===== config.mk =====
export PLATFORM = sky130hd
export DESIGN_NAME = sdram_arbiter
export DESIGN_NICKNAME = d
export VERILOG_FILES = /design/src/rtl/sdram_arbiter.sv
export SDC_FILE = /design/constraint.sdc
export NUM_CORES = 1
export LEC_CHECK = 0
export CAP_MARGIN = 20
export CORE_AREA = 3 3 163 165
export CTS_BUF_LIST = sky130_fd_sc_hd__clkbuf_8 sky130_fd_sc_hd__clkbuf_16
export DETAILED_ROUTE_END_ITERATION = 10
export DIE_AREA = 0 0 166 168
export PLACE_DENSITY = 0.77
export SLEW_MARGIN = 20
export SYNTH_ARGS = -nofsm -noshare
export SYNTH_HDL_FRONTEND = slang
export SYNTH_SLANG_ARGS = --single-unit

===== constraint.sdc =====
create_clock -name i_clk -period 11.8 [get_ports i_clk]
set_clock_uncertainty 0.05 [all_clocks]
set_input_delay 2.36 -clock i_clk [delete_from_list [all_inputs] [get_ports i_clk]]
set_output_delay 2.36 -clock i_clk [all_outputs]
set_load 0.02 [all_outputs]

===== src/rtl/sdram_arbiter.sv =====
// sdram_arbiter: registered, transaction-locked arbiter between NUM_PORTS
// cores and a single SDRAM bus master. Fixed-select or round-robin.

// Per-port eligibility and conflict detect.
module sdram_arbiter_port (
  input  logic req_rd,
  input  logic req_wr,
  input  logic masked,
  input  logic sel_ok,
  output logic elig,
  output logic conflict
);
  assign elig     = (req_rd | req_wr) & ~masked & sel_ok;
  assign conflict = req_rd & req_wr;
endmodule

module sdram_arbiter #(
  parameter int NUM_PORTS = 5,
  parameter int ADDR_W    = 23,
  parameter int DATA_W    = 32,
  parameter int ARB_MODE  = 1,
  localparam int SEL_W    = (NUM_PORTS > 1) ? $clog2(NUM_PORTS) : 1
) (
  input  logic                        i_clk,
  input  logic                        i_rst,
  input  logic [SEL_W-1:0]            i_mode_sel,
  input  logic [NUM_PORTS-1:0]        req_read,
  input  logic [NUM_PORTS-1:0]        req_write,
  input  logic [NUM_PORTS*ADDR_W-1:0] req_addr,
  input  logic [NUM_PORTS*DATA_W-1:0] req_writedata,
  output logic [DATA_W-1:0]           req_readdata,
  output logic [NUM_PORTS-1:0]        req_finished,
  output logic                        sdram_read,
  output logic                        sdram_write,
  output logic [ADDR_W-1:0]           sdram_addr,
  output logic [DATA_W-1:0]           sdram_writedata,
  input  logic [DATA_W-1:0]           sdram_readdata,
  input  logic                        sdram_finished,
  output logic [NUM_PORTS-1:0]        o_grant,
  output logic                        o_busy,
  output logic                        o_err
);
  typedef enum logic {IDLE, BUSY} state_t;

  state_t                          state, state_d;
  logic [SEL_W-1:0]                last_grant, last_d;
  logic [NUM_PORTS-1:0]            mask_oh, mask_d;
  logic [NUM_PORTS-1:0]            elig, conflict, sel_ok;
  logic [NUM_PORTS-1:0][ADDR_W-1:0] addr_arr;
  logic [NUM_PORTS-1:0][DATA_W-1:0] wdata_arr;

  logic [NUM_PORTS-1:0] grant_d, fin_d;
  logic                 rd_d, wr_d, err_d;
  logic [ADDR_W-1:0]    addr_d;
  logic [DATA_W-1:0]    wdata_d, rdata_d;
  logic                 found;
  logic [SEL_W-1:0]     win_idx;

  assign addr_arr  = req_addr;
  assign wdata_arr = req_writedata;

  for (genvar k = 0; k < NUM_PORTS; k++) begin : g_port
    // In fixed mode only the selected port may compete.
    assign sel_ok[k] = (ARB_MODE != 0) || (i_mode_sel == SEL_W'(k));
    sdram_arbiter_port u_port (
      .req_rd   (req_read[k]),
      .req_wr   (req_write[k]),
      .masked   (mask_oh[k]),
      .sel_ok   (sel_ok[k]),
      .elig     (elig[k]),
      .conflict (conflict[k])
    );
  end

  // Next-state and next-output computation; all outputs are registered below.
  always_comb begin
    int idx;
    state_d = state;
    last_d  = last_grant;
    mask_d  = '0;
    grant_d = o_grant;
    fin_d   = '0;
    rd_d    = sdram_read;
    wr_d    = sdram_write;
    addr_d  = sdram_addr;
    wdata_d = sdram_writedata;
    rdata_d = req_readdata;
    err_d   = o_err | (|conflict);
    found   = 1'b0;
    win_idx = '0;
    idx     = 0;
    case (state)
      IDLE: begin
        // Rotating search starting just after the previous winner.
        for (int i = 1; i <= NUM_PORTS; i++) begin
          idx = (int'(last_grant) + i) % NUM_PORTS;
          if (!found && elig[idx]) begin
            found   = 1'b1;
            win_idx = SEL_W'(idx);
          end
        end
        if (found) begin
          state_d          = BUSY;
          last_d           = win_idx;
          grant_d          = '0;
          grant_d[win_idx] = 1'b1;
          addr_d           = addr_arr[win_idx];
          wdata_d          = wdata_arr[win_idx];
          // Read+write together is treated as a write.
          wr_d             = req_write[win_idx];
          rd_d             = req_read[win_idx] & ~req_write[win_idx];
        end
      end
      BUSY: begin
        if (sdram_finished) begin
          state_d = IDLE;
          rd_d    = 1'b0;
          wr_d    = 1'b0;
          if (sdram_read) rdata_d = sdram_readdata;
          fin_d   = o_grant;
          mask_d  = o_grant;
          grant_d = '0;
        end
      end
      default: state_d = IDLE;
    endcase
  end

  // State and output registers with synchronous reset.
  always_ff @(posedge i_clk) begin
    if (i_rst) begin
      state           <= IDLE;
      last_grant      <= SEL_W'(NUM_PORTS - 1);
      mask_oh         <= '0;
      o_grant         <= '0;
      req_finished    <= '0;
      sdram_read      <= 1'b0;
      sdram_write     <= 1'b0;
      sdram_addr      <= '0;
      sdram_writedata <= '0;
      req_readdata    <= '0;
      o_busy          <= 1'b0;
      o_err           <= 1'b0;
    end else begin
      state           <= state_d;
      last_grant      <= last_d;
      mask_oh         <= mask_d;
      o_grant         <= grant_d;
      req_finished    <= fin_d;
      sdram_read      <= rd_d;
      sdram_write     <= wr_d;
      sdram_addr      <= addr_d;
      sdram_writedata <= wdata_d;
      req_readdata    <= rdata_d;
      o_busy          <= (state_d == BUSY);
      o_err           <= err_d;
    end
  end
endmodule


==> Implementation_results.wiki, run 1 <==
{| class="wikitable"
! Metric !! Value
|-
| Maximum capacitance violations || 0
|-
| Deepest clock path buffer count || 2
|-
| Setup-violating endpoint count in the final report || 0
|-
| Initial standard-cell utilization of the core || 0.326
|-
| Clock Root Buffer || sky130_fd_sc_hd__clkbuf_16
|-
| Die outline width || between 150 and 200 um
|-
| I/O Buffers || 420
|-
| # placed instances || about 1.8k
|-
| Die Footprint || 27,900 sq um
|-
| Required time of the critical path || between 10,000 and 15,000 ps
|-
| DR WL/cell || approximately 20 um
|-
| Post-route minimum period || roughly 7300 ps
|-
| Number of distinct library cell variants in the gate-level netlist after synthesis || 77
|-
| Number of nets with antenna violations after detailed routing || 0
|-
| Share of synthesized flip-flops with an asynchronous set or reset || 0
|-
| Max H-tree Level || 3
|-
| Largest net degree at the start of global routing || approximately 150
|-
| Critical path capture point type || flip-flop
|-
| Power Dens Cells || roughly 260 nW/um^2
|-
| First-pass GRT wire length || approximately 52,000 um
|-
| Via/cell ratio || approximately 5.5
|-
| GR Overflow Total || 0
|-
| Share of final-layout standard cells stronger than drive strength 1 || 0.0387
|-
| Vias after detailed routing || 9,829
|-
| Setup repair after global routing missed its margin || no
|-
| Measured slew at the worst slew-check pin || 964 ps
|-
| Post-CTS Hold Fix Bufs || 0
|-
| Initial antenna violation count || 9
|-
| Number of hold violations in the final report || 0
|-
| Outcome || completed
|-
| Number of synthesized flops with an enable pin || 0
|-
| CTS tree || built
|-
| Leakage dissipation || ~4.9 nW
|-
| Leading area contributor after synthesis || sky130_fd_sc_hd__dfxtp_1
|-
| Worst setup path category || flip-flop to flip-flop
|-
| DRT iter0 DRCs || 896
|-
| Highest-count cells in the layout ignoring fill and taps || sky130_fd_sc_hd__clkdlybuf4s50_1 (419), sky130_fd_sc_hd__and3_1 (114), sky130_fd_sc_hd__a21oi_1 (113), sky130_fd_sc_hd__a21boi_0 (113), sky130_fd_sc_hd__dfxtp_1 (104)
|-
| Syn nets || between 1k and 1.5k
|-
| Synthesis-to-layout area growth || 55.3%
|-
| Routability congestion estimate from global placement || 0.944
|-
| Hold WC Path Type || flip-flop to flip-flop
|-
| Number of gates resized after cts || 0
|-
| Top area cells in the synthesized netlist || sky130_fd_sc_hd__dfxtp_1 (25%), sky130_fd_sc_hd__a21boi_0 (10%), sky130_fd_sc_hd__and3_1 (8.8%), sky130_fd_sc_hd__a21oi_1 (6.9%), sky130_fd_sc_hd__o21ai_0 (5.9%)
|-
| Global-route total usage across every layer || 0.234
|-
| Residual DRC count || 0
|-
| Max-slew violation total from the final report || 0
|-
| Setup bufs post-CTS || 0
|-
| Mean instance size in the synthesized netlist || between 7 and 8 sq um
|-
| Highest Clock Rate || between 0.1 and 0.15 GHz
|-
| CTS sink cnt || 104
|-
| Worst-path fanout max || roughly 120
|-
| Clock latency reported for the late side of the worst-skew pair || 360 ps
|-
| Row cnt || 58
|-
| Worst supply voltage drop on vdd || 0.000221 V
|-
| Most common library cell in the layout ignoring fill and taps || sky130_fd_sc_hd__clkdlybuf4s50_1
|-
| Nets || 1,785
|-
| Final routed wirelength across all metal layers || roughly 35,000 um
|-
| Period utilization || 0.618
|-
| Overall power of the completed layout || approximately 3.3 mW
|-
| Number of ports placed on the die boundary || about 420
|-
| Flip-flop cell with the highest count after synthesis || sky130_fd_sc_hd__dfxtp_1
|-
| Relative max-transition margin || 0.356
|-
| Synth Warn # || 0
|-
| Startpoint kind of the worst setup timing path || flip-flop
|-
| DR pass1 iterations || 6
|-
| Tightest hold margin || 408 ps
|-
| Seq cells post-synth || around 100
|-
| Final std cells w/o fill || 1,783
|-
| Post-detail-place hpwl || approximately 25,000 um
|-
| Arrival time of data at the critical path endpoint || 7470 ps
|-
| Vias in the first global route || a little over 9k
|-
| Part of the Yosys area used for sequential elements || 0.253
|-
| Area of the core region || between 20,000 and 30,000 sq um
|-
| Top cell type's share of synthesized area || 0.253
|-
| Post-Syn Instances || between 1k and 1.5k
|-
| Aggregate negative setup slack || 0 ps
|-
| Clk pin slew, worst setup/hold paths || approximately 90 ps
|-
| Netlist area before placement || between 8000 and 9000 sq um
|-
| Number of clock buffers inserted by TritonCTS || 9
|-
| Finished Core Util || 0.507
|-
| Die Y-Extent || ~170 um
|}
[cell usage after synthesis (4+ instances only)]
master                       n
sky130_fd_sc_hd__a31oi_1    58
sky130_fd_sc_hd__inv_1      16
sky130_fd_sc_hd__o32ai_1     4
sky130_fd_sc_hd__clkbuf_1   92
sky130_fd_sc_hd__and2_1      7
sky130_fd_sc_hd__nor2_1     29
sky130_fd_sc_hd__o21ai_1    29
sky130_fd_sc_hd__o21bai_1   60
sky130_fd_sc_hd__or2_2       5
sky130_fd_sc_hd__o22ai_1     5
sky130_fd_sc_hd__buf_6       4
sky130_fd_sc_hd__buf_4       7
sky130_fd_sc_hd__nand3_1    17
sky130_fd_sc_hd__nor2b_1     4
sky130_fd_sc_hd__o211ai_1    4
sky130_fd_sc_hd__nand2b_1    7
sky130_fd_sc_hd__o21ai_0    97
sky130_fd_sc_hd__dfxtp_1   104
sky130_fd_sc_hd__a21oi_1   113
sky130_fd_sc_hd__or3_1       5
sky130_fd_sc_hd__a21boi_0  113
sky130_fd_sc_hd__xnor2_1     6
sky130_fd_sc_hd__nand2_1    85
sky130_fd_sc_hd__mux2i_1     7
sky130_fd_sc_hd__nor3_1      7
sky130_fd_sc_hd__ha_1       21
sky130_fd_sc_hd__buf_2      14
sky130_fd_sc_hd__and3_1    115
sky130_fd_sc_hd__a21o_1      8
sky130_fd_sc_hd__o21a_1      4
[cells by family (layout without fill, tap and decap cells)]
group / count (synthesis) / in the layout / synth area share
compound gates: 533 / 533 / 0.415
xor+xnor: 8 / 8 / 0.00944
fa+ha+maj: 21 / 21 / 0.0320
buf+inv: 137 / 463 / 0.0716
flops: 104 / 104 / 0.253
mux: 10 / 10 / 0.0154
other cells: 0 / 7 / 0
simple gates: 307 / 307 / 0.203
[through the flow]
step | cell area (sq um) | setup slack (ps)
final | 12800 | 4510
after global routing | 12800 | 4030
after CTS | 12700 | 4580
after detailed placement | 12400 | 4620
after floorplan | 8220 | 6700
after global placement | 12400 | 4760
[final cells by class]
type | count | area, sq um
sequential | 104 | 2080
clock buffer | 9 | 225
antenna | 7 | 17.5
clock inverter | 7 | 88.8
tap | 330 | 413
timing repair buffer | 430 | 4280
multi-input combinational | 879 | 5590
fill | 2414 | 12400
inverter | 17 | 63.8
[routing by layer]
metal	vias to the layer above	global-route usage	share of wire
li1	4772	-	-
met1	4560	0.279	0.40
met2	431	0.404	0.48
met3	62	0.0674	0.083
met4	4	0.0796	0.034
met5	-	0	0.00069
[power by group]
part / switching, mW / leakage, nW / total [mW] / internal [mW]
logic: 1.54 / 3.85 / 2.49 / 0.949
clock network: 0.169 / 0.153 / 0.324 / 0.155
registers: 0.0536 / 0.855 / 0.498 / 0.444
total: 1.77 / 4.86 / 3.31 / 1.55
[worst paths after layout]
path                                 startpoint                               to  slack, ps  depth (start not counted)
hold reg to reg   req_readdata[31]$_SDFFE_PP0P_    req_readdata[31]$_SDFFE_PP0P_        410                          2
setup / recovery     last_grant[0]$_SDFFE_PP0P_  sdram_writedata[1]$_SDFFE_PP0P_       4510                         20
setup reg to reg     last_grant[0]$_SDFFE_PP0P_  sdram_writedata[1]$_SDFFE_PP0P_       4510                         20
hold / removal    req_readdata[31]$_SDFFE_PP0P_    req_readdata[31]$_SDFFE_PP0P_        410                          2
[flip-flops by register name (all words and copies together) (netlist names)]
name             count
sdram_addr          23
last_grant           3
state                1
req_readdata        32
o_err                1
sdram_write          1
mask_oh              5
sdram_read           1
sdram_writedata     32
o_grant              5
[worst max-delay path: stages, from the launching register on]
cell                       delay, ps
sky130_fd_sc_hd__dfxtp_1         310
sky130_fd_sc_hd__buf_4           330
sky130_fd_sc_hd__inv_1           360
sky130_fd_sc_hd__ha_1            850
sky130_fd_sc_hd__inv_1           410
sky130_fd_sc_hd__ha_1            320
sky130_fd_sc_hd__inv_1            50
sky130_fd_sc_hd__ha_1            220
sky130_fd_sc_hd__or3b_2          480
sky130_fd_sc_hd__o22ai_1         170
sky130_fd_sc_hd__a221oi_1        120
sky130_fd_sc_hd__a211o_1         320
sky130_fd_sc_hd__a32oi_1         340
sky130_fd_sc_hd__nor3_2          140
sky130_fd_sc_hd__o311a_1         160
sky130_fd_sc_hd__o21ai_4         230
sky130_fd_sc_hd__buf_4           680
sky130_fd_sc_hd__buf_4           830
sky130_fd_sc_hd__a21boi_0        180
sky130_fd_sc_hd__o21ai_0         400
sky130_fd_sc_hd__a31oi_1         140
Power figures use the tool's default switching activity.
==> run 2, diff against run 1 <==
- CORE_AREA: 3 3 163 165 -> 3 3 164 166
- DIE_AREA: 0 0 166 168 -> 0 0 167 169
- clock period: 11.8 -> 7.35 ns (I/O delays scaled with it)
==> run 2 against run 1 <==
- cell count up 0.84%
- wire length down 0.37%
- critical endpoint is now sdram_addr[11]$_SDFFE_PP0P_
- critical path type unchanged
- non-clock buffer count up 15
- largest cell class unchanged
==> Implementation_results.wiki, run 2 (synthesized netlist as in run 1, its figures left out) <==
{| class="wikitable"
! Metric !! Value
|-
| Tightest hold margin || 407 ps
|-
| Hold WC Path Type || flip-flop to flip-flop
|-
| Cell Chain, Critical Path || ha_1 -> xnor2_1 -> inv_1 -> ha_1 -> nor3_1 -> o22ai_1 -> xnor2_1 -> ha_1 -> nand2b_1 -> o2bb2ai_1 -> a222oi_1 -> mux2i_1 -> inv_1 -> a32oi_1 -> a21o_1 -> or3_4 -> buf_4 -> a21boi_0 -> o21ai_0 -> a31oi_1
|-
| Relative max-transition margin || 0.412
|-
| Vias after detailed routing || between 9k and 10k
|-
| Maximum capacitance violations || 0
|-
| Most common library cell in the layout ignoring fill and taps || sky130_fd_sc_hd__clkdlybuf4s50_1
|-
| Number of gates resized after cts || 0
|-
| Worst-path fanout max || 80
|-
| Setup bufs post-CTS || 0
|-
| Largest net degree at the start of global routing || roughly 100
|-
| Critical path capture point type || flip-flop
|-
| Share of final-layout standard cells stronger than drive strength 1 || 0.0486
|-
| Max H-tree Level || 3
|-
| Highest Clock Rate || ~0.16 GHz
|-
| Met3 track demand over resource || 0.0469
|-
| Die Y-Extent || around 170 um
|-
| Arrival time of data at the critical path endpoint || 6540 ps
|-
| Worst setup path category || flip-flop to flip-flop
|-
| Worst setup timing slack at the placement stage || between 1000 and 1500 ps
|-
| Highest-count cells in the layout ignoring fill and taps || sky130_fd_sc_hd__clkdlybuf4s50_1 (419), sky130_fd_sc_hd__and3_1 (114), sky130_fd_sc_hd__a21oi_1 (113), sky130_fd_sc_hd__a21boi_0 (113), sky130_fd_sc_hd__dfxtp_1 (104)
|-
| Number of clock buffers inserted by TritonCTS || 9
|-
| Clock Root Buffer || sky130_fd_sc_hd__clkbuf_16
|-
| Synthesis-to-layout area growth || 57.7%
|-
| DR WL/cell || ~19 um
|-
| Vias in the first global route || 9,277
|-
| Aggregate negative setup slack || 0 ps
|-
| Period utilization || 0.865
|-
| Finished Core Util || 0.503
|-
| Nets || ~1.8k
|-
| Initial standard-cell utilization of the core || 0.319
|-
| Setup repair after global routing missed its margin || no
|-
| GR Overflow Total || 0
|-
| Power Dens Cells || between 400 and 500 nW/um^2
|-
| Setup-violating endpoint count in the final report || 0
|-
| Smallest setup slack after layout || about 990 ps
|-
| Via/cell ratio || ~5.5
|-
| Overall power of the completed layout || between 5 and 6 mW
|-
| Routability congestion estimate from global placement || around 0.9
|-
| Residual DRC count || 0
|-
| Die outline width || 167 um
|-
| Slowest cell on crit path || sky130_fd_sc_hd__dfxtp_1
|-
| Leakage dissipation || ~5.0 nW
|-
| Post-CTS Hold Fix Bufs || 0
|-
| Startpoint kind of the worst setup timing path || flip-flop
|-
| Top Registers || req_readdata (32), sdram_writedata (32), sdram_addr (23)
|-
| Post-detail-place hpwl || 26,000 um
|-
| Met2 demand-to-capacity share in global routing || 0.395
|-
| Number of hold violations in the final report || 0
|-
| Deepest clock path buffer count || 2
|-
| Clk pin slew, worst setup/hold paths || approximately 80 ps
|-
| Post-route minimum period || 6360 ps
|-
| Max-slew violation total from the final report || 0
|-
| Number of ports placed on the die boundary || ~420
|-
| Row cnt || 59
|-
| CTS tree || built
|-
| Clock latency reported for the late side of the worst-skew pair || 350 ps
|-
| DRT iter0 DRCs || approximately 690
|-
| Area of the core region || 25,800 sq um
|-
| Global route hottest layer || met2
|-
| Most used cell, CP || sky130_fd_sc_hd__ha_1
|-
| CTS sink cnt || around 100
|-
| Number of nets with antenna violations after detailed routing || 0
|-
| DR pass1 iterations || 8
|-
| Die Footprint || roughly 28,000 sq um
|-
| Outcome || completed
|-
| Measured slew at the worst slew-check pin || between 800 and 900 ps
|-
| I/O Buffers || 420
|-
| Met1 capacity usage during global routing || 0.286
|-
| First-pass GRT wire length || ~52,000 um
|-
| Required time of the critical path || about 7500 ps
|-
| Final routed wirelength across all metal layers || 34,900 um
|-
| Delay contributed by the slowest stage of the critical path || between 600 and 700 ps
|-
| Global-route total usage across every layer || 0.229
|-
| Initial antenna violation count || 1
|-
| Worst supply voltage drop on vdd || about 0.00039 V
|}
run 2: cell count changes in the layout (fill, tap and decap cells not counted):
cell and change:
sky130_fd_sc_hd__inv_8 -1, sky130_fd_sc_hd__clkinv_8 -1, sky130_fd_sc_hd__buf_6 -1, sky130_fd_sc_hd__buf_4 +9
sky130_fd_sc_hd__inv_12 -1, sky130_fd_sc_hd__clkbuf_8 +1, sky130_fd_sc_hd__bufinv_16 +1, sky130_fd_sc_hd__buf_12 +7
sky130_fd_sc_hd__diode_2 -5, sky130_fd_sc_hd__clkinv_2 +1
run 2: path summary, 6_finish.rpt:
check	from	to	slack [ps]	cells after the start
hold / removal	req_readdata[8]$_SDFFE_PP0P_	req_readdata[8]$_SDFFE_PP0P_	410	2
setup reg to reg	last_grant[1]$_SDFFE_PP0P_	sdram_addr[11]$_SDFFE_PP0P_	990	20
setup / recovery	last_grant[1]$_SDFFE_PP0P_	sdram_addr[11]$_SDFFE_PP0P_	990	20
hold reg to reg	req_readdata[8]$_SDFFE_PP0P_	req_readdata[8]$_SDFFE_PP0P_	410	2
run 2: layout make-up:
class / count / area, sq um
Inverter: 17 / 63.8
Clock inverter: 6 / 80.1
Multi-Input combinational cell: 879 / 5590
Tap cell: 335 / 419
Sequential cell: 104 / 2080
Fill cell: 2488 / 12800
Antenna cell: 2 / 5.00
Clock buffer: 10 / 239
Timing Repair Buffer: 445 / 4480
run 2: per-stage QoR:
step	instances	area [sq um]
finish	1798	13000
global route	1797	13000
CTS	1795	12900
floorplan	1120	8220
detailed placement	1779	12600
global placement	1779	12600
run 2: where the power goes:
part | total [mW] | switching (mW) | internal [mW] | leakage, nW
sequential | 0.797 | 0.0841 | 0.713 | 0.855
clock | 0.532 | 0.250 | 0.282 | 0.158
combinational | 4.19 | 2.51 | 1.68 | 3.95
total | 5.52 | 2.84 | 2.67 | 4.97
run 2: per-layer routing:
| layer | routed length (um) | part of all wire |
|---|---|---|
| met1 | 14200 | 0.41 |
| met2 | 17300 | 0.50 |
| met3 | 2360 | 0.068 |
| met4 | 988 | 0.028 |
| met5 | 0 | 0 |
run 2: worst max-delay path: cells and delay by family (launching register included):
family / cells / cell delay [ps]
buf+inv: 3 / 680
flops: 1 / 640
compound gates: 8 / 1680
xor+xnor: 2 / 550
fa+ha+maj: 3 / 1060
mux: 1 / 550
simple gates: 3 / 940
